`src/rtl/scoreboard_reader.sv`:
```
// Scans a small score RAM once per request, keeps a local copy of every
// user's score, tracks the leader and answers rank queries from that copy.
module scoreboard_reader #(
  parameter int NUM_USERS  = 6,
  parameter int RD_LATENCY = 2
) (
  input  logic       clk,
  input  logic       rst,
  input  logic       scanStart,
  input  logic [7:0] ramData,
  input  logic [2:0] queryUser,
  output logic [2:0] ramAddr,
  output logic       busy,
  output logic       scanDone,
  output logic       scoresValid,
  output logic [7:0] bestScore,
  output logic [2:0] bestUser,
  output logic [2:0] queryRank
);

  // Wait counter spans 0..RD_LATENCY; the address is held for RD_LATENCY+1 cycles.
  localparam int CNT_W = (RD_LATENCY > 0) ? $clog2(RD_LATENCY + 1) : 1;
  localparam logic [CNT_W-1:0] CNT_LAST  = CNT_W'(RD_LATENCY);
  localparam logic [2:0]       ADDR_LAST = 3'(NUM_USERS - 1);

  typedef enum logic [1:0] {IDLE, READ, DONE} state_t;

  state_t           state, state_nxt;
  logic [CNT_W-1:0] wait_cnt;
  logic [7:0]       cache [NUM_USERS];
  logic             capture;
  logic             last_user;
  logic [2:0]       rank_cnt;

  // Data is valid on the last cycle of each address window.
  assign capture   = (state == READ) && (wait_cnt == CNT_LAST);
  assign last_user = (ramAddr == ADDR_LAST);

  // State register; reset discards any scan in progress.
  always_ff @(posedge clk) begin
    if (!rst) state <= IDLE;
    else      state <= state_nxt;
  end

  // Next-state decode and status outputs.
  always_comb begin
    state_nxt = state;
    busy      = 1'b0;
    scanDone  = 1'b0;
    case (state)
      IDLE: if (scanStart) state_nxt = READ;
      READ: begin
        busy = 1'b1;
        if (capture && last_user) state_nxt = DONE;
      end
      DONE: begin
        busy      = 1'b1;
        scanDone  = 1'b1;
        state_nxt = IDLE;
      end
      default: state_nxt = IDLE;
    endcase
  end

  // Address sequencing, score capture into the cache and leader tracking.
  always_ff @(posedge clk) begin
    if (!rst) begin
      wait_cnt    <= '0;
      ramAddr     <= 3'd0;
      scoresValid <= 1'b0;
      bestScore   <= 8'h00;
      bestUser    <= 3'd0;
      for (int i = 0; i < NUM_USERS; i++) cache[i] <= 8'h00;
    end else begin
      case (state)
        IDLE: begin
          if (scanStart) begin
            wait_cnt    <= '0;
            ramAddr     <= 3'd0;
            scoresValid <= 1'b0;
            bestScore   <= 8'h00;
            bestUser    <= 3'd0;
          end
        end
        READ: begin
          if (capture) begin
            wait_cnt       <= '0;
            cache[ramAddr] <= ramData;
            // Strictly greater keeps the lower user ID on a tie.
            if (ramData > bestScore) begin
              bestScore <= ramData;
              bestUser  <= ramAddr;
            end
            if (last_user) begin
              ramAddr     <= 3'd0;
              scoresValid <= 1'b1;
            end else begin
              ramAddr <= ramAddr + 3'd1;
            end
          end else begin
            wait_cnt <= wait_cnt + CNT_W'(1);
          end
        end
        default: ;
      endcase
    end
  end

  // Rank = number of cached scores strictly above the queried user's score.
  always_comb begin
    rank_cnt  = 3'd0;
    queryRank = 3'd7;
    if (scoresValid && (int'(queryUser) < NUM_USERS)) begin
      for (int i = 0; i < NUM_USERS; i++) begin
        if (cache[i] > cache[queryUser]) rank_cnt = rank_cnt + 3'd1;
      end
      queryRank = rank_cnt;
    end
  end

endmodule

```
`config.mk`:
```
export PLATFORM = sky130hd
export DESIGN_NAME = scoreboard_reader
export DESIGN_NICKNAME = d
export VERILOG_FILES = /design/src/rtl/scoreboard_reader.sv
export SDC_FILE = /design/constraint.sdc
export NUM_CORES = 1
export LEC_CHECK = 0
export BUFFER_PORTS_ARGS = -buffer_cell sky130_fd_sc_hd__buf_4
export CORE_MARGIN = 1.5
export CORE_UTILIZATION = 37
export DETAILED_ROUTE_END_ITERATION = 7
export PLACE_DENSITY = 0.52
export SYNTH_ARGS = -nofsm -noshare
export SYNTH_HDL_FRONTEND = slang
export SYNTH_SLANG_ARGS = --single-unit
```
`constraint.sdc`:
```
create_clock -name clk -period 7.2 [get_ports clk]
set_input_delay 0.36 -clock clk [delete_from_list [all_inputs] [get_ports clk]]
set_output_delay 0.36 -clock clk [all_outputs]
set_load 0.005 [all_outputs]
```
### After elaboration in Yosys (flattened, before gate mapping)

Memory sizes are Yosys's and may differ from the RTL's.
Index checks and enable logic that the tools add are counted.

* bits in registers: 19
* bits in latches: 0
* bits in writable memories: 48
* ROM bits: 0
* word-level logic and storage cells: 86
* memories kept: 1

* $add $sub $neg: 7
* multipliers: 0
* divide/modulo/power cells: 0
* order comparisons: 8
* equality and inequality tests: 9
* shift operators: 0
* multiplexer cells: 43
* bitwise gates (word level): 0
* reduce and logical (&&, ||, !) cells: 12

Memories
* cache: depth 6, width 8, rd ports 7, clocked after Yosys merged registers in 0, wr ports 6, RTL line 30 `logic [7:0] cache [NUM_USERS];`

Operators by type and width (number)
* > comparator 8 bit: 7
* 2-to-1 mux 3 bit: 17
* 2-to-1 mux 8 bit: 4
* adder 3 x 1 -> 3 bit, second input constant: 6
* one-hot mux 8 bit (2 select lines): 1
* 2-to-1 mux 1 bit: 12
* one-hot mux 3 bit (2 select lines): 2
* 2-to-1 mux 2 bit: 4
* one-hot mux 2 bit (2 select lines): 2
* AND reduction 4 bit: 2
* OR reduction 8 bit: 1
* != test 2 bit, second input constant: 3
* == test 2 bit, second input constant: 2
* != test 2 x 1 -> 1 bit, second input constant: 2
* AND reduction 2 bit: 2
* == test 3 bit, second input constant: 1
* logical AND 1 bit: 3
* < comparator 3 bit, second input constant: 1
* AND reduction 3 bit: 1
* adder 2 x 1 -> 2 bit, second input constant: 1
* == test 2 x 1 -> 1 bit, second input constant: 1
* zero test 2 bit: 1
* one-hot mux 1 bit (2 select lines): 1
* nonzero test 2 bit: 1
* OR reduction 2 bit: 1

### Logic depth before layout (Yosys ltp)

An unclocked memory read counts as a cell.

* depth after elaboration: 19
* mapped depth: 26
* depth with buffers taken out: 25

### Worst setup path after synthesis

No wires, ideal clock.

* kind: input port to output port
* start: input port queryUser[0]
* end: output port queryRank[2]
* arrival time: 5352 ps
* required time: 6840 ps
* slack: 1488 ps
* cell stages on the path: 26
* buffers on the path: 2
* cells stage by stage: buf_2 buf_2 mux4_2 mux2i_1 ha_1 nor2b_1 o21a_1 o21ai_0 nand2b_1 a21oi_1 o21ai_0 o21a_1 ha_1 and3_4 nor2_4 inv_1 ha_1 mux2_2 ha_1 a22oi_1 a21boi_1 inv_1 ha_1 nand2_1 xnor3_1 nand3_1

* word-level cells in the longest chain between the ends: 19
* elaborated cells between the ends (all ways): 26
* classes of those cells: add/sub: 5; order compare: 7; mux: 12; reduce/logical: 1; memory: 1

Ends and longest elaborated chain
* from (decl): RTL line 11 `input logic [2:0] queryUser,`
* memory (6 x 8 bit)
* > comparator 8 bit: RTL line 115 `if (cache[i] > cache[queryUser]) rank_cnt = rank_cnt + 3'd1;`
* 2-to-1 mux 1 bit: RTL line 115
* 2-to-1 mux 3 bit: RTL line 113 `if (scoresValid && (int'(queryUser) < NUM_USERS)) begin`
* adder 3 x 1 -> 3 bit: RTL line 115
* 2-to-1 mux 3 bit: RTL line 115
* 2-to-1 mux 3 bit: RTL line 113
* adder 3 x 1 -> 3 bit: RTL line 115
* (+3 left out)
* 2-to-1 mux 3 bit: RTL line 115
* 2-to-1 mux 3 bit: RTL line 113
* adder 3 x 1 -> 3 bit: RTL line 115
* 2-to-1 mux 3 bit: RTL line 115
* 2-to-1 mux 3 bit: RTL line 113
* adder 3 x 1 -> 3 bit: RTL line 115
* 2-to-1 mux 3 bit: RTL line 115
* 2-to-1 mux 3 bit (*): RTL line 113
* to (decl): RTL line 18 `output logic [2:0] queryRank`

Mark *: on every way between the ends. The rest lies on a longest branch, timed or not. The select of a mux whose other input is x is not followed.

==> results_dict.tcl <==
set metrics [dict create \
    syn_to_final_growth_pct 14.6 \
    htree_levels 3 \
    critPathLaunchType "flip-flop" \
    port_buffers 33 \
    drive_gt1_share_pct 16.4 \
    yosysWarnings 0 \
    drt_pass1_iterations 4 \
    gr-total-overflow 0 \
    fp-row-count 43 \
    drt_iter0_markers 235 \
    drv_slew 0 \
    synthArstFlopShare_pct 0 \
    status "finished, final reports clean" \
    antenna_found_initial 0 \
    required_ns 6.84 \
    finalSetupTns_ns 0 \
    final_cell_mix "64 x ha_1, 64 x edfxtp_1, 40 x nand2_1, 36 x buf_4, 31 x inv_1" \
    slew-limit-headroom_pct 35.7 \
    nets 578 \
    place_inst 669 \
    crit_fanout 6 \
    end_kind "primary output" \
    syn_area_mm2 0.00521 \
    routedWlPerCell_um 19.1 \
    synth.avg_cell_area_um2 11.2 \
    yosysUniqueCellTypes 59 \
    dieArea_mm2 0.0148 \
    grt_pass1_wl_um 20300 \
    clk_latency_ns 0.33 \
    post_cts_buffers 0 \
    synth_area_leaders "edfxtp_1 37%, ha_1 15%, dfxtp_1 7.3%, mux4_2 6.9%, and2_1 2.9%" \
    die_w_um 122 \
    drc_errors 0 \
    clk_pin_slew_ns 0.06 \
    hold_violations 0 \
    ir_drop_v 0.000149 \
    place_area_mm2 0.00566 \
    dieHeight_um 122 \
    hold_path.class "input port to flip-flop" \
    via_per_inst 5.34 \
    place_hpwl_um 10400 \
    stdcell_count 685 \
    rsz0062_at_grt "no" \
    synth_edf_count 64 \
    yosysTopAreaCell "edfxtp_1" \
    cts_inserted_buffers 9 \
    postLayoutCellArea_mm2 0.00597 \
    ys.flop_type "edfxtp_1" \
    post_cts_resized 0 \
    ys_ff_latch 83 \
    grt_pass1_vias 3657 \
    coreArea_mm2 0.0138 \
    cap_violations 0 \
    setup_viol 0 \
    routed_wl_um 13100 \
    post-route-period-util_pct 84.3 \
    syn_inst 465 \
    vias 3656 \
    ys_seq_area_share_pct 44.2 \
    critPathKind "flip-flop to primary output" \
    cts_tree "yes" \
    cts_hold_buf 0 \
    clock-sinks 83 \
    p_leak_nw 2.41 \
    syn_nets 543 \
    num_antenna_cells 0 \
    max_freq_mhz 165 \
    grt_usage_pct 18.8 \
    ios 34 \
    synth.top_cell.area_share_pct 36.9 \
    grt_max_degree 18 \
    worst_pin_slew_ns 0.956 \
    critical_path_arrival_ns 5.71 \
    skew_ns 0.00337 \
    ant_nets 0 \
    gp_congestion 0.811 \
    p_per_area_mw_per_mm2 221 \
    clk_path_buf_depth 2 \
    min_period_ns 6.07 \
    start_util_pct 37.7 \
    cts_root_buf "clkbuf_16" \
]
==> flip-flops by register name, indices dropped and copies added, names as in the netlist <==
| name | flops |
|---|---|
| wait_cnt | 2 |
| cache | 64 |
| bestUser | 3 |
| ramAddr | 3 |
| state | 2 |
| bestScore | 8 |
| scoresValid | 1 |
==> synth_stat cells (2+ instances only) <==
master     n
nor2b_1    9
nand2_1   40
a22o_1    11
mux2i_1    8
nand4_1   12
buf_2      7
o21a_1     8
nand2b_1   7
o21ai_0   14
edfxtp_1  64
o211ai_1   3
nor3_1     6
nor4_1     2
and3_1     4
mux4_2    16
o21ai_1    3
a22oi_1    2
a21oi_1   25
clkbuf_1   5
nand3_1   13
ha_1      64
inv_1     31
dfxtp_1   19
a21o_1     7
nor2_1    28
and2_1    24
==> layout make-up <==
type | instances | area, um2
Timing Repair Buffer | 36 | 270
Sequential cell | 83 | 2300
Tap cell | 180 | 225
Clock buffer | 11 | 233
Inverter | 31 | 116
Fill cell | 1303 | 7860
Multi-Input combinational cell | 339 | 2740
Clock inverter | 5 | 78.8
==> stage by stage <==
stage | total power, W | utilization [%] | hold WS (ns) | setup WS, ns
finish | 0.00132 | 43.2 | 0.267 | 1.13
floorplan | 0.000764 | - | 0.454 | 1.49
global placement | 0.000844 | 40.9 | 0.471 | 1.25
CTS | 0.00133 | 43.2 | 0.256 | 1.08
detailed placement | 0.000850 | 40.9 | 0.468 | 1.15
global route | 0.00139 | 43.2 | 0.256 | 0.696
==> worst paths after layout <==
| path | from | to | slack [ns] | cells after the start |
|---|---|---|---|---|
| worst min register to register | state[0] | state[0] | 0.48 | 2 |
| worst min-delay path | scanStart | scoresValid | 0.27 | 2 |
| worst max-delay path | cache[3][1] | queryRank[2] | 1.13 | 25 |
| worst max register to register | state[1] | cache[3][0] | 4.53 | 5 |
==> layer usage <==
layer  up-vias  share of wire, %  routed length (um)  global-route usage (%)
met1      1755                45                5890                    24.4
met4         0               1.4                 179                    5.29
met5         -                 0                   0                       0
li1       1811                 -                   -                       -
met3        12               3.4                 448                    2.81
met2        78                50                6560                    32.6
==> worst max-delay path, cell delays in order, from the launching register on <==
cell and delay [ns]:
edfxtp_1 0.45, mux4_2 0.49, mux2i_1 0.43, ha_1 0.34
nor2b_1 0.13, o21a_1 0.15, o21ai_0 0.14, nand2b_1 0.07
a21oi_1 0.13, o21ai_0 0.10, o21a_1 0.12, ha_1 0.33
and3_4 0.18, nor2_4 0.17, inv_1 0.06, ha_1 0.28
mux2_2 0.27, ha_1 0.29, a22oi_1 0.15, a21boi_1 0.22
inv_1 0.06, ha_1 0.19, nand2_1 0.09, xnor3_1 0.31
nand3_1 0.09, buf_4 0.11
==> power by group <==
group | switching (W) | internal, W | leakage, nW
clock network | 0.000179 | 0.000303 | 0.153
logic | 0.000168 | 0.000120 | 1.49
registers | 0.0000187 | 0.000532 | 0.761
==> logic make-up after synthesis <==
kind of cell,count (synthesis),share of synthesized area (%)
flops,83,44.2
mux,25,8.67
fa+ha+maj,64,15.4
buf+inv,43,3.27
compound gates,90,11.8
simple gates,156,15.6
xor+xnor,4,1.08
Note: power is estimated with default switching activity, not from simulation.
